**config.mk**
```make
export PLATFORM = sky130hd
export DESIGN_NAME = pong_game_ctrl
export DESIGN_NICKNAME = d
export VERILOG_FILES = /design/src/rtl/pong_game_ctrl.sv
export SDC_FILE = /design/constraint.sdc
export NUM_CORES = 1
export LEC_CHECK = 0
export CAP_MARGIN = 20
export CORE_MARGIN = 3
export CORE_UTILIZATION = 35
export DETAILED_ROUTE_END_ITERATION = 8
export PLACE_DENSITY = 0.63
export REMOVE_ABC_BUFFERS = 1
export SLEW_MARGIN = 20
export SYNTH_ARGS = -nofsm -noshare
export SYNTH_HDL_FRONTEND = slang
export SYNTH_SLANG_ARGS = --single-unit
```
**constraint.sdc**
```tcl
create_clock -name clk -period 3.9 [get_ports clk]
set_input_delay 0.78 -clock clk [delete_from_list [all_inputs] [get_ports clk]]
set_output_delay 0.78 -clock clk [all_outputs]
set_load 0.02 [all_outputs]
```
**src/rtl/pong_game_ctrl.sv**
```systemverilog
// Pong game controller: start/play/new-ball/game-over sequencing with BCD scores.
// Optional build macro PONG_CTRL_AUTOSTART_EN: NEWGAME also starts play after HOLD_TICKS refresh ticks.
module pong_game_ctrl #(
  parameter int unsigned WIN_SCORE  = 5,
  parameter int unsigned HOLD_TICKS = 120
) (
  input  logic       clk,
  input  logic       reset,
  input  logic       refresh_tick,
  input  logic       pts_1,
  input  logic       pts_2,
  input  logic       btn_start,
  output logic       gra_still,
  output logic [7:0] score_1,
  output logic [7:0] score_2,
  output logic       game_over,
  output logic [1:0] winner
);

  typedef enum logic [1:0] {NEWGAME, PLAY, NEWBALL, OVER} state_t;

  localparam logic [7:0] HOLD_INIT = 8'(HOLD_TICKS);
  localparam logic [6:0] WIN_BIN   = 7'(WIN_SCORE);

  state_t     state_q;
  logic       pts1_q, pts2_q, btn_q;
  logic       still_q, over_q;
  logic [1:0] winner_q;
  logic [7:0] score1_q, score2_q, hold_q;
  logic [6:0] bin1_q, bin2_q;

  logic       pts1_rise, pts2_rise, btn_rise, start_go;
  logic [7:0] score1_d, score2_d;
  logic [6:0] bin1_d, bin2_d;

  function automatic logic [7:0] bcd_inc(input logic [7:0] s);
    if (s == 8'h99) return s;
    if (s[3:0] == 4'd9) return {s[7:4] + 4'd1, 4'd0};
    return {s[7:4], s[3:0] + 4'd1};
  endfunction

  function automatic logic [6:0] bin_inc(input logic [6:0] b);
    return (b == 7'd99) ? b : b + 7'd1;
  endfunction

  assign pts1_rise = pts_1 & ~pts1_q;
  assign pts2_rise = pts_2 & ~pts2_q;
  assign btn_rise  = btn_start & ~btn_q;
  assign score1_d  = bcd_inc(score1_q);
  assign score2_d  = bcd_inc(score2_q);
  assign bin1_d    = bin_inc(bin1_q);
  assign bin2_d    = bin_inc(bin2_q);

  always_comb begin
    start_go = 1'b0;
    if (state_q == NEWGAME) begin
`ifdef PONG_CTRL_AUTOSTART_EN
      start_go = btn_rise | (refresh_tick & (hold_q == 8'd1));
`else
      start_go = btn_rise;
`endif
    end
  end

  always_ff @(posedge clk or posedge reset) begin
    if (reset) begin
      state_q  <= NEWGAME;
      pts1_q   <= 1'b0;
      pts2_q   <= 1'b0;
      btn_q    <= 1'b0;
      still_q  <= 1'b1;
      over_q   <= 1'b0;
      winner_q <= 2'b00;
      score1_q <= 8'h00;
      score2_q <= 8'h00;
      bin1_q   <= 7'd0;
      bin2_q   <= 7'd0;
      hold_q   <= 8'd0;
    end else begin
      pts1_q <= pts_1;
      pts2_q <= pts_2;
      btn_q  <= btn_start;
      case (state_q)
        NEWGAME: begin
          if (start_go) begin
            state_q  <= PLAY;
            still_q  <= 1'b0;
            winner_q <= 2'b00;
            score1_q <= 8'h00;
            score2_q <= 8'h00;
            bin1_q   <= 7'd0;
            bin2_q   <= 7'd0;
          end
`ifdef PONG_CTRL_AUTOSTART_EN
          // A zero counter here means we arrived from reset and have not loaded yet.
          else if (hold_q == 8'd0) hold_q <= HOLD_INIT;
          else if (refresh_tick) hold_q <= hold_q - 8'd1;
`endif
        end
        PLAY: begin
          if (pts1_rise) begin
            score1_q <= score1_d;
            bin1_q   <= bin1_d;
            still_q  <= 1'b1;
            hold_q   <= HOLD_INIT;
            if (bin1_d == WIN_BIN) begin
              state_q  <= OVER;
              over_q   <= 1'b1;
              winner_q <= 2'b01;
            end else state_q <= NEWBALL;
          end else if (pts2_rise) begin
            score2_q <= score2_d;
            bin2_q   <= bin2_d;
            still_q  <= 1'b1;
            hold_q   <= HOLD_INIT;
            if (bin2_d == WIN_BIN) begin
              state_q  <= OVER;
              over_q   <= 1'b1;
              winner_q <= 2'b10;
            end else state_q <= NEWBALL;
          end
        end
        NEWBALL: begin
          if (refresh_tick) begin
            if (hold_q == 8'd1) begin
              state_q <= PLAY;
              still_q <= 1'b0;
            end else hold_q <= hold_q - 8'd1;
          end
        end
        OVER: begin
          if (refresh_tick) begin
            if (hold_q == 8'd1) begin
              state_q <= NEWGAME;
              over_q  <= 1'b0;
              hold_q  <= HOLD_INIT;
            end else hold_q <= hold_q - 8'd1;
          end
        end
        default: state_q <= NEWGAME;
      endcase
    end
  end

  assign gra_still = still_q;
  assign score_1   = score1_q;
  assign score_2   = score2_q;
  assign game_over = over_q;
  assign winner    = winner_q;

endmodule

```
==> metrics.txt <==
critical path data arrival time between 2000 and 3000 ps; antenna diode instance count 0; vertical die dimension 93.1 microns; Max transition margin 0.452; horizontal die dimension roughly 93 microns; clk sinks between 40 and 50; Layout Cells excl Fill ~400; clock skew after layout between 3 and 4 ps; max-cap violation count 0; storage element area 1180 sq um; Die Footprint 8660 sq um; Static Leak 1.28 nW; total CTS buffers 5; final period demand of the worst path 2450 ps; power density relative to cell area between 400 and 500 nW/um^2; unrepaired setup endpoints after global routing no; post_cts resized 0; Root Driver clkbuf_8; pin count of the biggest net entering global routing 48; endpoint of the worst-slack reg-to-reg timing path score_2[4]; maximum clock insertion buffer count 2; synth-to-layout area growth 17.2%; number of primary I/O pins 26; hold buffers post-CTS 0; number of search-and-repair iterations in the first detailed-routing pass 4; filler cell count between 700 and 800; Max Transition Viols Final 0; required time at the endpoint of the critical path a little over 4000 ps; cell row count 31; ranking of synthesized cells by area dfrtp_1 43%, ha_1 5.7%, o21ai_0 5.3%, nand2_1 4.1%, nor2_1 2.7%; Synth top area share 0.434; capturing element type of the critical path flip-flop; worst reg2reg path startpoint state_q[0]; met2 track demand over resource 0.229; number of levels the H-tree was split into 2; mean routed wirelength per cell around 14 microns; R2R depth 4; total wire length after detailed routing between 5000 and 6000 microns; critical-path maximum fanout 4; average vias per placed instance 5.36; synthesis warning total 0; Multi-input gate area ~1400 sq um; top cells by count, synth 46 x dfrtp_1, 29 x nand2_1, 28 x o21ai_0, 19 x nor2_1, 14 x nand3_1; Floorplan Core Area 7290 sq um; number of distinct library cells after synthesis between 50 and 60; post-synthesis async set-or-reset flop share 1.00; post-synthesis cell count 280; classification of the worst setup path input pin to flip-flop; status complete, no violations; total count of hold-check failures in the final report 0; initial antenna violation count 0; count of placed standard cells including taps between 300 and 400; FF+latch count, synth 47; beginning of the critical path btn_start; estimated wirelength of the detail-placed design around 4000 microns; combined global-route utilization of all metal layers 0.144; final estimated routing congestion in global placement between 0.8 and 0.9; actual transition at the worst max-transition pin a little over 800 ps; share of final-layout standard cells stronger than drive strength 1 0.0817; capturing instance or port of the critical path score_2[6]; met3 Usage GRT 0.0282; total power between 1 and 1.5 mW; count of vias placed by the detailed router around 2200; cell taking the most area after synthesis dfrtp_1; TritonCTS clock tree built; number of port buffers 25; number of setup violations in the final report 0; part of the cycle the worst path needs 0.628; Max Fclk 408 MHz; fraction of met1 tracks used by global routing 0.196; number of global-route vias before repair around 2000; violation count after the first detailed-route iteration roughly 170; total standard cell area after synthesis between 2000 and 3000 sq um; initial core utilization 0.364; total DRC errors in the routed layout 0; synthesized area divided by synthesized cell count 9.48 sq um; residual overflow from global routing 0; r2r setup slk between 1500 and 2000 ps; busiest layer in global routing met2; Setup Fix Bufs, Post-CTS 0; Clock Pin Slew Worst Setup and Hold Paths roughly 90 ps; net total in the final layout 323; count leader, synth dfrtp_1; Post-Route Setup TNS 0 ps; hold crit path type flip-flop to flip-flop; Post-synth top flop dfrtp_1; first-pass GRT wire length 9960 microns; share of synthesized area occupied by flip-flops and latches 0.444; startpoint type of the worst setup path input pin; number of enable-type register cells in the synthesized netlist 0; clock network latency to the later pin of the worst-skew pair around 300 ps; worst vdd rail ir drop between 0.15 and 0.2 mV; remaining antenna violation count after routing 0
==> layout make-up <==
cell class              instances  area share
repair buffers                 27      0.0853
flip-flops and latches         47       0.379
inverters                      11      0.0137
well taps                      99      0.0398
clock inverters                 2      0.0113
clock buffers                   6      0.0265
multi-input cells             213       0.445
==> flip-flops by register name (all words and copies together), names as in the netlist <==
| signal | count |
|---|---|
| gra_still | 1 |
| bin1_q | 7 |
| state_q | 2 |
| game_over | 1 |
| score_2 | 8 |
| pts2_q | 1 |
| btn_q | 1 |
| score_1 | 8 |
| pts1_q | 1 |
| winner | 2 |
| hold_q | 8 |
| bin2_q | 7 |
==> routing by layer <==
layer	share of wire	up-vias	routed length, microns
li1	-	1077	-
met1	0.49	1062	2820
met2	0.47	23	2740
met3	0.029	7	166
met4	0.014	0	84
met5	0	-	0
==> through the flow <==
step | utilization | instance area [sq um] | setup slack, ps | hold slack (ps)
floorplan | - | 2600 | 1500 | 489
global placement | 0.410 | 2990 | 1180 | 498
detailed placement | 0.410 | 2990 | 1170 | 494
CTS | 0.426 | 3110 | 1460 | 522
global route | 0.427 | 3110 | 1310 | 539
finish | 0.427 | 3110 | 1450 | 519
==> where the power goes <==
part           leakage [nW]  total [mW]  switching [mW]  internal [mW]
combinational         0.617       0.277           0.139          0.138
clock                0.0612       0.381           0.173          0.208
sequential            0.606       0.659           0.102          0.557
total                  1.28        1.32           0.414          0.903
==> kinds of logic after synthesis <==
family,count (synthesis),synth area share
AND/OR/NAND/NOR,113,0.226
AO/OA/AOI/OAI,77,0.201
flip-flops,47,0.444
buffers and inverters,20,0.0349
adder cells (fa/ha/maj),12,0.0566
XOR/XNOR,9,0.0297
multiplexers,2,0.00801
==> worst min path at each step <==
stage                     startpoint        end  slack [ps]  cells after the start
after floorplan            bin2_q[5]  bin2_q[5]         490                      1
after global placement     winner[1]  winner[1]         500                      1
after detailed placement   winner[1]  winner[1]         490                      1
after CTS                  winner[1]  winner[1]         520                      1
after global routing       winner[1]  winner[1]         540                      1
final                      winner[1]  winner[1]         520                      1
==> placed cells by master, fill, tap and decap left out, drive strengths merged, types with 9 or more instances in the layout <==
master         netlist  final
dfrtp               46     46
nand2               29     29
o21ai               29     29
clkdlybuf4s50        0     25
nor2                19     19
nand3               14     14
ha                  12     12
nor3                11     11
a21oi               10     10
inv                 11     10
o31ai                9      9
==> worst max-delay path, stage by stage <==
cell and delay [ps]:
clkdlybuf4s50_1 520, or3b_1 410, a21bo_2 230, nand2_1 60, or4_1 510, a21oi_1 160
Power figures use the tool's default switching activity.
